**src/rtl/cpu_pkg.sv**
```systemverilog
// Shared CPU definitions: PC-stage state encoding, trap cause codes and
// the reset/exception vectors.
package cpu_pkg;

    typedef enum logic [1:0] {
        BOOT = 2'd0,
        RUN  = 2'd1,
        TRAP = 2'd2
    } pc_state_e;

    localparam logic [1:0] CAUSE_NONE     = 2'd0;
    localparam logic [1:0] CAUSE_EXT      = 2'd1;
    localparam logic [1:0] CAUSE_JR_ALIGN = 2'd2;

    localparam logic [31:0] RESET_PC   = 32'h0000_0000;
    localparam logic [31:0] EXC_VECTOR = 32'h0000_0180;

endpackage

```
**src/rtl/next_pc_unit_npc_select.sv**
```systemverilog
// Next-PC target computation and priority mux. Purely combinational; the
// caller decides whether the selection is actually committed this cycle.
module npc_select
    import cpu_pkg::*;
(
    input  logic [31:0] pc_plus4,
    input  logic        exc,
    input  logic        branch,
    input  logic [31:0] br_off,
    input  logic        jump,
    input  logic [25:0] jump_idx,
    input  logic        jr,
    input  logic [31:0] jr_addr,
    output logic [31:0] next_pc,
    output logic        take_trap,
    output logic [1:0]  trap_code
);

    logic [31:0] br_t;
    logic [31:0] j_t;

    assign br_t = pc_plus4 + br_off;
    assign j_t  = {pc_plus4[31:28], jump_idx, 2'b00};

    always_comb begin
        next_pc   = pc_plus4;
        take_trap = 1'b0;
        trap_code = CAUSE_NONE;
        if (exc) begin
            next_pc   = EXC_VECTOR;
            take_trap = 1'b1;
            trap_code = CAUSE_EXT;
        end else if (jr && (jr_addr[1:0] != 2'b00)) begin
            next_pc   = EXC_VECTOR;
            take_trap = 1'b1;
            trap_code = CAUSE_JR_ALIGN;
        end else if (jr) begin
            next_pc = jr_addr;
        end else if (jump) begin
            next_pc = j_t;
        end else if (branch) begin
            next_pc = br_t;
        end
    end

endmodule

```
**src/rtl/next_pc_unit.sv**
```systemverilog
// Program-counter stage: holds the architectural PC, runs the BOOT/RUN/TRAP
// sequencer, drives the fetch request and records EPC/cause on traps.
module next_pc_unit
    import cpu_pkg::*;
(
    input  logic        clk,
    input  logic        rst_n,
    input  logic        stall,
    input  logic        imem_ready,
    input  logic        branch,
    input  logic [31:0] br_off,
    input  logic        jump,
    input  logic [25:0] jump_idx,
    input  logic        jr,
    input  logic [31:0] jr_addr,
    input  logic        exc,
    output logic [31:0] pc,
    output logic [31:0] pc_plus4,
    output logic        fetch_valid,
    output logic [31:0] epc,
    output logic [1:0]  cause
);

    pc_state_e   state_q, state_d;
    logic [31:0] pc_q, pc_d;
    logic [31:0] epc_q, epc_d;
    logic [1:0]  cause_q, cause_d;

    logic [31:0] sel_pc;
    logic        sel_trap;
    logic [1:0]  sel_code;
    logic        advance;

    assign pc_plus4 = pc_q + 32'd4;

    npc_select u_sel (
        .pc_plus4  (pc_plus4),
        .exc       (exc),
        .branch    (branch),
        .br_off    (br_off),
        .jump      (jump),
        .jump_idx  (jump_idx),
        .jr        (jr),
        .jr_addr   (jr_addr),
        .next_pc   (sel_pc),
        .take_trap (sel_trap),
        .trap_code (sel_code)
    );

    // A fetch is only accepted when memory is ready and the pipe is not held;
    // control inputs are meaningful only on that cycle.
    assign advance = (state_q == RUN) && !stall && imem_ready;

    always_comb begin
        state_d     = state_q;
        pc_d        = pc_q;
        epc_d       = epc_q;
        cause_d     = cause_q;
        fetch_valid = 1'b0;
        case (state_q)
            BOOT: state_d = RUN;
            TRAP: state_d = RUN;
            RUN: begin
                fetch_valid = 1'b1;
                if (advance) begin
                    pc_d = sel_pc;
                    if (sel_trap) begin
                        epc_d   = pc_q;
                        cause_d = sel_code;
                        state_d = TRAP;
                    end
                end
            end
            default: state_d = BOOT;
        endcase
    end

    always_ff @(posedge clk or negedge rst_n) begin
        if (!rst_n) begin
            state_q <= BOOT;
            pc_q    <= RESET_PC;
            epc_q   <= 32'd0;
            cause_q <= CAUSE_NONE;
        end else begin
            state_q <= state_d;
            pc_q    <= pc_d;
            epc_q   <= epc_d;
            cause_q <= cause_d;
        end
    end

    assign pc    = pc_q;
    assign epc   = epc_q;
    assign cause = cause_q;

endmodule

```
**config.mk**
```make
export PLATFORM = sky130hd
export DESIGN_NAME = next_pc_unit
export DESIGN_NICKNAME = d
export VERILOG_FILES = /design/src/rtl/cpu_pkg.sv /design/src/rtl/next_pc_unit_npc_select.sv /design/src/rtl/next_pc_unit.sv
export SDC_FILE = /design/constraint.sdc
export NUM_CORES = 1
export LEC_CHECK = 0
export CORE_AREA = 2 2 81 161
export CTS_BUF_LIST = sky130_fd_sc_hd__clkbuf_8
export CTS_CLUSTER_DIAMETER = 40
export DETAILED_ROUTE_END_ITERATION = 7
export DIE_AREA = 0 0 83 163
export PLACE_DENSITY = 0.95
export SLEW_MARGIN = 15
export SYNTH_ARGS = -nofsm -noshare
export SYNTH_HDL_FRONTEND = slang
export SYNTH_HIERARCHICAL = 1
export SYNTH_SLANG_ARGS = --single-unit
export TNS_END_PERCENT = 50
```
**constraint.sdc**
```tcl
create_clock -name clk -period 4.6 [get_ports clk]
set_input_delay 0.92 -clock clk [delete_from_list [all_inputs] [get_ports clk]]
set_output_delay 0.92 -clock clk [all_outputs]
set_load 0.02 [all_outputs]
```
==> metrics.md <==
| Metric | Value |
|---|---|
| Status | completed |
| Tmin final | roughly 4500 ps |
| Footprint of the multi-input gates | 3930 um^2 |
| TritonCTS Buffers | 9 |
| Final Cell Area | about 8100 um^2 |
| GR peak layer | met2 |
| Worst setup EP type | flop |
| Main synth FF type | dfrtp_1 |
| Final worst clock skew | between 10 and 15 ps |
| GRT Util Overall | between 20% and 30% |
| Clk pin slew, worst setup/hold paths | about 70 ps |
| # clock sinks | 68 |
| Io pins | between 150 and 200 |
| Crit path to | pc[31] |
| Vias/cell | between 6 and 7 |
| Vias in the first global route | approximately 5800 |
| Initial antenna violation count | 0 |
| Worst r2r src | pc[4] |
| IO Port Bufs | between 150 and 200 |
| Die X | 83 um |
| Met2 global-route usage | between 40 and 50% |
| Pre-Repair DR Iteration Count | 6 |
| Worst endpoint required time | slightly below 5000 ps |
| Fin crit share | about 97% |
| DR DRC count | 0 |
| Area after DPL | 7920 um^2 |
| Cell area after synthesis | about 5800 um^2 |
| Final Hold Fails | 0 |
| Syn Area/Cell | roughly 9.1 um^2 |
| Setup crit start | pc[4] |
| # Max-Cap Violations | 0 |
| Tightest Hold Check Type | flop to flop |
| ANT cells | 0 |
| Inst Count DP | ~970 |
| GP Congestion | about 0.93 |
| Pre-CTS WS | approximately 6.5 ps |
| Most common cell after layout, fill and taps aside | clkdlybuf4s50_1 |
| Clk_lat worst skew | ~340 ps |
| EDFF count, synth | 0 |
| Storage element area | about 1700 um^2 |
| Nets | ~960 |
| Initial core utilization | a little under half |
| Critical Path Start Type | flop |
| Yosys reg bits | 68 |
| Yosys cell types | between 60 and 70 |
| Ys async rst share | 100% |
| Worst Setup Path Type | flop to flop |
| Yosys warnings | 6 |
| CTS tree | done |
| Worst Tran Pin Value | around 800 ps |
| Register-to-Register Path Depth | 15 |
| Util after Layout | 65.5% |
| R2r endpoint | pc[31] |
| Via count | between 5000 and 6000 |
| Endpoints failing setup | 0 |
| Rel. slew slack | between 40 and 50% |
| Fill cells | slightly above 1000 |
| Most frequent cells in the layout | 195 x clkdlybuf4s50_1, 68 x dfrtp_1, 63 x mux2_2 |
| DRT iter0 DRCs | 443 |
| # hold bufs at CTS | 0 |
| PD cells | 353 nW/um^2 |
| Slew Limit Fails | 0 |
| Setup ws final | 133 ps |
| First-pass GRT wire length | between 30000 and 40000 um |
| Area grow syn2layout | 39.8% |
| Root Buffer | clkbuf_8 |
| Critical Path AT | around 4700 ps |
| Chip height | 163 um |
| Reg2Reg Setup Slack | 130 ps |
| Largest net degree at the start of global routing | 38 |
| Global-route met1 utilization | approximately two fifths |
| Fmax | ~220 MHz |
| Share of cells above drive strength 1 | 14.0% |
| Max clock buf depth | 2 |
| Static leakage | roughly 3.5 nW |
| Grt total ovfl | 0 |
| Antenna Violating Nets Remaining | 0 |
| Final cell count without fillers | between 900 and 1000 |
| H-tree levels | 3 |
| Core Footprint | 12400 um^2 |
| Synthesized instance count | 642 |
| Critical Path Fanout Max | 8 |
| RSZ-0062 raised after global routing | false |
| Net Count, Synth | 773 |
| Final WL | roughly 20000 um |
| Post-synthesis sequential area ratio | 29.3% |
| Rows | 58 |
| M3 GR Usage | 5.37% |
| DPL Wire Length | 15800 um |
| Die Area | between 10000 and 15000 um^2 |
| Worst vdd ir | 0.321 mV |
| TNS Setup | 0 ps |
| Routed len/inst | between 20 and 25 um |
==> logic make-up after synthesis <==
logic type | count (synthesis) | share of synthesized area, %
AND/OR/NAND/NOR | 183 | 16.5
AO/OA/AOI/OAI | 164 | 18.0
multiplexers | 93 | 17.5
flip-flops | 68 | 29.3
XOR/XNOR | 52 | 7.83
buffers and inverters | 49 | 3.68
adder cells (fa/ha/maj) | 33 | 7.23
==> flip-flops by register name (all words and copies together), names as in the netlist <==
| signal | flops |
|---|---|
| pc | 32 |
| state_q | 2 |
| epc | 32 |
| cause | 2 |
==> Yosys cell counts (4+ instances only) <==
| master | number | area (um^2) |
|---|---|---|
| a211oi_1 | 8 | 60.1 |
| a21o_1 | 18 | 135 |
| a21oi_1 | 52 | 260 |
| a311oi_1 | 4 | 35.0 |
| and2_1 | 5 | 31.3 |
| buf_2 | 6 | 30.0 |
| buf_4 | 4 | 30.0 |
| clkbuf_1 | 25 | 93.8 |
| dfrtp_1 | 68 | 1700 |
| ha_1 | 32 | 400 |
| inv_1 | 12 | 45.0 |
| mux2_2 | 63 | 709 |
| mux2i_1 | 26 | 260 |
| nand2_1 | 46 | 173 |
| nand3_1 | 23 | 115 |
| nand4_1 | 19 | 119 |
| nor2_1 | 48 | 180 |
| nor2b_1 | 7 | 43.8 |
| nor3_1 | 8 | 40.0 |
| nor4_1 | 5 | 31.3 |
| o21ai_0 | 40 | 200 |
| o221ai_1 | 4 | 35.0 |
| o31ai_1 | 6 | 45.0 |
| or3_1 | 6 | 37.5 |
| xnor2_1 | 36 | 315 |
| xor2_1 | 16 | 140 |
==> metal layers <==
metal	wire length, um	vias to the layer above
li1	-	2750
met1	8280	2848
met2	9500	315
met3	1670	33
met4	454	0
met5	0	-
==> worst min path at each step <==
stage,from,endpoint,depth (start not counted),slack [ps]
finish,state_q[1],state_q[0],1,480
CTS,state_q[1],state_q[0],1,480
global placement,state_q[0],state_q[0],1,440
floorplan,state_q[0],state_q[0],1,420
detailed placement,state_q[0],state_q[0],1,470
global route,state_q[1],state_q[0],1,490
==> area by class of cell <==
class	count	area share [%]
clock buffers	11	1.86
clock inverters	4	0.308
inverters	12	0.554
multi-input cells	525	48.3
flip-flops and latches	68	20.9
well taps	150	2.31
repair buffers	214	25.7
==> critical path, stage by stage (launching register included) <==
cell and delay, ps:
dfrtp_1 510, nand4_1 310, nor4_4 470, nand2_1 170, xnor2_2 260, ha_1 350, o21ai_0 330, a21oi_1 200
a32oi_1 230, nand2_1 120, o31ai_1 400, o21ai_0 180, xor2_1 220, mux2i_1 210, a211oi_1 100, mux2_2 290
==> power by group <==
| group | internal [mW] | switching [mW] |
|---|---|---|
| Sequential | 0.720 | 0.142 |
| Combinational | 0.756 | 0.814 |
| Clock | 0.220 | 0.217 |
==> per-stage QoR <==
step                      power (mW)  hold WS (ps)
after CTS                       2.86           485
after global placement          2.38           439
final                           2.87           484
after floorplan                 1.76           421
after detailed placement        2.41           472
after global routing            3.03           491
==> repair_timing <==
item,4_1_cts,5_1_grt
gates resized for setup,1,4
buffers inserted,0,1
endpoints found under the setup margin,1,3
(Power assumes the default switching activity.)
